## src/rtl/sram_req_ctrl.sv

```systemverilog
// sram_req_ctrl: request-side controller for a single-port SRAM macro wrapper
// (active-low CEB/WEB, 1-cycle synchronous read). Turns a valid/ready request
// stream into SRAM pin activity, captures read data into a small response FIFO
// and uses credit-based backpressure so read data is never dropped. All
// accesses are blocked while scan is enabled (macro clock gated in scan).
//
// Ports:
//   clk_i, rst_i        clock (shared with SRAM wrapper), async active-high reset
//   scan_en_i           1 = block all SRAM accesses
//   req_valid_i/req_ready_o/req_we_i/req_addr_i/req_wdata_i   request stream
//   rsp_valid_o/rsp_ready_i/rsp_rdata_o                       read response stream
//   sram_ceb_o/sram_web_o/sram_a_o/sram_d_o/sram_q_i          SRAM macro pins
module sram_req_ctrl #(
   parameter int unsigned NUM_WORD  = 2048,
   parameter int unsigned NUM_BIT   = 32,
   parameter int unsigned ADDR_W    = $clog2(NUM_WORD),
   parameter int unsigned RSP_DEPTH = 3
) (
   input  logic               clk_i,
   input  logic               rst_i,
   input  logic               scan_en_i,
   input  logic               req_valid_i,
   output logic               req_ready_o,
   input  logic               req_we_i,
   input  logic [ADDR_W-1:0]  req_addr_i,
   input  logic [NUM_BIT-1:0] req_wdata_i,
   output logic               rsp_valid_o,
   input  logic               rsp_ready_i,
   output logic [NUM_BIT-1:0] rsp_rdata_o,
   output logic               sram_ceb_o,
   output logic               sram_web_o,
   output logic [ADDR_W-1:0]  sram_a_o,
   output logic [NUM_BIT-1:0] sram_d_o,
   input  logic [NUM_BIT-1:0] sram_q_i
);

   localparam int unsigned PTR_W = (RSP_DEPTH > 1) ? $clog2(RSP_DEPTH) : 1;
   localparam int unsigned CNT_W = $clog2(RSP_DEPTH + 1);
   localparam logic [PTR_W-1:0] PTR_LAST   = PTR_W'(RSP_DEPTH - 1);
   localparam logic [CNT_W-1:0] CNT_FULL   = CNT_W'(RSP_DEPTH);
   localparam logic [CNT_W:0]   CREDIT_MAX = (CNT_W+1)'(RSP_DEPTH);

   logic [NUM_BIT-1:0] fifo_mem [RSP_DEPTH];
   logic [PTR_W-1:0]   wr_ptr, rd_ptr, wr_ptr_nxt, rd_ptr_nxt;
   logic [CNT_W-1:0]   count, count_nxt;
   logic               rd_inflight;
   logic               rsp_valid_q;
   logic [NUM_BIT-1:0] rsp_rdata_q, rsp_rdata_nxt;
   logic               fire, push, pop;

   // Circular pointer increment; depth need not be a power of two
   function automatic logic [PTR_W-1:0] ptr_inc(input logic [PTR_W-1:0] p);
      return (p == PTR_LAST) ? '0 : p + PTR_W'(1);
   endfunction

   // Credit check counts the read already at the macro, so every accepted read
   // has a FIFO slot reserved; only registered state feeds ready
   always_comb begin
      req_ready_o = ~scan_en_i &
                    (req_we_i | (({1'b0, count} + (CNT_W+1)'(rd_inflight)) < CREDIT_MAX));
      fire        = req_valid_i & req_ready_o;
   end

   // SRAM pins are driven in the fire cycle; A/D are don't-care when idle
   always_comb begin
      sram_ceb_o = ~fire;
      sram_web_o = ~(fire & req_we_i);
      sram_a_o   = req_addr_i;
      sram_d_o   = req_wdata_i;
   end

   assign push = rd_inflight;
   assign pop  = rsp_valid_q & rsp_ready_i;

   // FIFO next state; the output head register is preloaded from the slot that
   // will be at rd_ptr next cycle, bypassing sram_q_i when that slot is the one
   // being pushed (FIFO empty after this cycle's pop)
   always_comb begin
      count_nxt     = count;
      rd_ptr_nxt    = rd_ptr;
      wr_ptr_nxt    = wr_ptr;
      rsp_rdata_nxt = rsp_rdata_q;
      case ({push, pop})
         2'b10:   count_nxt = count + CNT_W'(1);
         2'b01:   count_nxt = count - CNT_W'(1);
         default: count_nxt = count;
      endcase
      if (pop)  rd_ptr_nxt = ptr_inc(rd_ptr);
      if (push) wr_ptr_nxt = ptr_inc(wr_ptr);
      if (count_nxt != '0) begin
         if (push && (wr_ptr == rd_ptr_nxt)) rsp_rdata_nxt = sram_q_i;
         else                                rsp_rdata_nxt = fifo_mem[rd_ptr_nxt];
      end
   end

   // Storage array; contents are meaningless while count says empty
   always_ff @(posedge clk_i) begin
      if (push) fifo_mem[wr_ptr] <= sram_q_i;
   end

   // Control state; reset drops any read in flight at the macro
   always_ff @(posedge clk_i or posedge rst_i) begin
      if (rst_i) begin
         count       <= '0;
         rd_ptr      <= '0;
         wr_ptr      <= '0;
         rd_inflight <= 1'b0;
         rsp_valid_q <= 1'b0;
         rsp_rdata_q <= '0;
      end else begin
         count       <= count_nxt;
         rd_ptr      <= rd_ptr_nxt;
         wr_ptr      <= wr_ptr_nxt;
         rd_inflight <= fire & ~req_we_i;
         rsp_valid_q <= (count_nxt != '0);
         rsp_rdata_q <= rsp_rdata_nxt;
      end
   end

   assign rsp_valid_o = rsp_valid_q;
   assign rsp_rdata_o = rsp_rdata_q;

   // The credit rule must make a push into a full FIFO impossible
   a_no_push_full: assert property (@(posedge clk_i) disable iff (rst_i)
                                    !(push && (count == CNT_FULL)));

endmodule

```

## config.mk

```make
export PLATFORM = sky130hd
export DESIGN_NAME = sram_req_ctrl
export DESIGN_NICKNAME = d
export VERILOG_FILES = /design/src/rtl/sram_req_ctrl.sv
export SDC_FILE = /design/constraint.sdc
export NUM_CORES = 1
export LEC_CHECK = 0
export ABC_AREA = 1
export BUFFER_PORTS_ARGS = -buffer_cell sky130_fd_sc_hd__buf_2
export CAP_MARGIN = 20
export CORE_UTILIZATION = 55
export DETAILED_ROUTE_END_ITERATION = 16
export GPL_ROUTABILITY_DRIVEN = 1
export PLACE_DENSITY = 0.9
export SYNTH_ARGS = -nofsm -noshare
export SYNTH_HDL_FRONTEND = slang
export SYNTH_SLANG_ARGS = --single-unit
```

## constraint.sdc

```tcl
create_clock -name clk_i -period 8.21 [get_ports clk_i]
set_input_delay 1.642 -clock clk_i [delete_from_list [all_inputs] [get_ports clk_i]]
set_output_delay 1.642 -clock clk_i [all_outputs]
set_load 0.005 [all_outputs]
```

==> flow_summary.toml <==
[sta]
post-route-period-util = 0.5064
skew_ns = 0.01078
slew_viol_final = 0
hold_viol = 0
rsz0062_at_grt = "no"
max_clock_freq_ghz = 0.2405
layout_min_cycle_time_ns = 4.157
relSlewSlack = 0.4186
finalSetupTns_ns = 0
hold_ws_ns = 0.4722
worstMarginPinSlew_ns = 0.8700
setup_viol = 0

[setup_path]
path_class = "in -> reg"
rr_startpoint = "rd_ptr[0]"
crit_path_max_fanout = 33
crit_path_max_incr_delay_ns = 0.69
r2r_end = "rsp_rdata_o[26]"
cp_common_cell = "nand2_2"
cp_top_family = "simple AND/OR/NAND/NOR gates"
cp.depth = 11
start_kind = "input port"
end_kind = "flip-flop"
cp.arrival_ns = 4.51
reg2regPathDepth = 9
crit_buf_inv = 2
crit_required_ns = 8.57
worstPathCellList = "buf_2 -> nand2_2 -> inv_2 -> nand2_2 -> nand2_2 -> nor2_2 -> nor2_4 -> nand2_2 -> nand2_1 -> nand3_1 -> nand2_1"
crit_slowest_cell = "nor2_4"
r2r_slack_ns = 4.91

[yosys]
async_flop_share = 0.2941
synth.most_common_cell = "nand2_1"
synth_edf_count = 96
netlist_area_sq_um = 6520
ys_seq_area_frac = 0.5957
synth.avg_cell_area_sq_um = 9.196
netlist_instances = 709
ys_types = 24
yosys.area.top_type = "edfxtp_1"
synthFlopType = "edfxtp_1"
yosys-top-cells-count = "nand2_1, nand3_1, inv_1"
synth_nets = 793
synth_top_area_frac = 0.4421
synth_area_leaders = "edfxtp_1, dfrtp_1, nand3_1, nand2_1, inv_1"
synth-seq-cells = 136
ys_warn_count = 0

[global_routing]
grt_pass1_vias = 4995
grt_use_total = 0.2557
grt_pass1_wl_mm = 24.25
antenna_found_initial = 0
grt.overflow.total = 0
grt_max_degree = 41

[clocking]
postCtsSetupRepairBufs = 0
path_clk_slew_ns = 0.06
cts_resized = 0
clock_latency_ns = 0.42
cts_num_sinks = 136
clockRootBuffer = "clkbuf_16"
clockBufferDepth = 2
cts_tree = "done"
ctsHtreeMaxLevel = 4
cts_hold_buf = 0
numCtsBuffers = 17

[power_and_ir_drop]
power.switching_mw = 1.043
power.internal_mw = 1.711
comb_power_share = 0.352
peakVddDrop_mv = 0.2284
pwr-share-clk = 0.305
p_leak_nw = 3.642
powerDensity_nw_per_um2 = 376.9
p_sw_frac = 0.3787
p_seq_frac = 0.343

[place]
dp_cells = 856
gp_congestion = 0.7991
dpl.hpwl_mm = 8.101
portBuffers = 73

[routing]
vias = 4967
dr.pass1.iters = 5
drt-total-wl_mm = 14.93
ant_nets = 0
drc = 0
drt_iter0_drc = 535
routed_via_density = 5.593
wl_per_cell_um = 16.81

[layout]
nets = 816
nFillCells = 847
drive_gt1_frac = 0.1758
diodes = 0
finalNonFillerCells = 888
area_delta_synth_final_pct = 12.03
multiInputGateArea_sq_um = 1665
seqCellArea_sq_um = 3884

[die]
die_h_um = 110.9
ios = 160
rows = 39
core_area_sq_um = 11470
start_util = 0.5686
dieArea_sq_um = 12290
die_w_um = 110.9

[min_path]
holdPathEnd = "rsp_rdata_o[27]"
min_path_cells = 2
worstHoldPathType = "reg -> reg"
hp-start = "rsp_rdata_o[27]"

[run_status]
status = "complete, no violations"

[run]
maxCapViolCount = 0
-- placed cells by master, fill, tap and decap left out, types with 2 or more instances in the layout --
cell	instances
clkinvlp_4	2
or2_2	2
nand2_1	170
edfxtp_1	96
nor2_1	4
inv_6	3
nor3_2	3
o21bai_1	2
inv_2	4
inv_1	131
clkinv_4	2
bufinv_16	5
buf_4	7
nand2_2	7
clkbuf_16	17
clkinv_2	2
ha_1	3
clkinv_1	2
buf_2	73
nand3_1	162
dfrtp_1	40
-- cell type report --
| cell class | count | share of cell area |
|---|---|---|
| clock buffers | 17 | 0.05824 |
| clock inverters | 15 | 0.03049 |
| inverters | 136 | 0.06989 |
| multi-input cells | 361 | 0.2280 |
| flip-flops and latches | 136 | 0.5317 |
| well taps | 143 | 0.02449 |
| repair buffers | 80 | 0.05721 |
-- worst register-to-register path, stage by stage, from the launching register on --
cell	delay, ns
dfrtp_1	0.43
nor2_1	0.19
nand2_2	0.45
nand2_2	0.26
nor2_2	0.07
nor2_4	0.69
nand2_2	0.66
nand2_1	0.25
nand3_1	0.12
nand2_1	0.12
-- metrics by stage --
stage / utilization / setup WS, ns / power [mW] / area, sq um
CTS: 0.6370 / 4.142 / 2.746 / 7305
global placement: 0.5805 / 3.945 / 1.843 / 6656
global route: 0.6370 / 3.848 / 2.913 / 7305
detailed placement: 0.5805 / 3.772 / 1.885 / 6656
floorplan: - / 4.627 / 1.636 / 6520
finish: 0.6370 / 4.053 / 2.753 / 7305
-- sequential cells by signal, indices dropped and copies added (netlist names) --
name,cells
rsp_rdata_o,32
push,1
rd_ptr,2
rsp_valid_o,1
wr_ptr,2
fifo_mem,96
count,2
-- how the worst max path moves through the flow --
| stage | slack (ns) | from | endpoint |
|---|---|---|---|
| detailed placement | 3.77 | rsp_ready_i | rsp_rdata_o[3] |
| finish | 4.05 | rsp_ready_i | rsp_rdata_o[26] |
| floorplan | 4.63 | req_we_i | sram_web_o |
| global route | 3.85 | rsp_ready_i | rsp_rdata_o[26] |
| global placement | 3.95 | rsp_ready_i | rsp_rdata_o[3] |
| CTS | 4.14 | rsp_ready_i | rsp_rdata_o[26] |
-- power groups by stage --
stage	clock [mW]	sequential, mW	combinational [mW]
after floorplan	0	0.951	0.685
after global placement	0	0.948	0.895
after detailed placement	0	0.951	0.935
after CTS	0.841	0.943	0.962
after global routing	0.871	0.955	1.09
final	0.840	0.944	0.969
-- cell families (layout without fill, tap and decap cells) --
group	Yosys count	after routing	synth area share
fa+ha+maj	3	3	0.005758
buf+inv	212	248	0.1512
flops	136	136	0.5957
simple gates	352	352	0.2408
compound gates	5	5	0.005179
xor+xnor	1	1	0.001344
-- per-layer routing --
layer | track usage | part of all wire | up-vias
met5 | 0 | 0 | -
met4 | 0.1307 | 0.032 | 0
met3 | 0.07272 | 0.092 | 66
met2 | 0.4323 | 0.50 | 307
met1 | 0.2970 | 0.37 | 2343
li1 | - | - | 2251
Power figures use the tool's default switching activity.
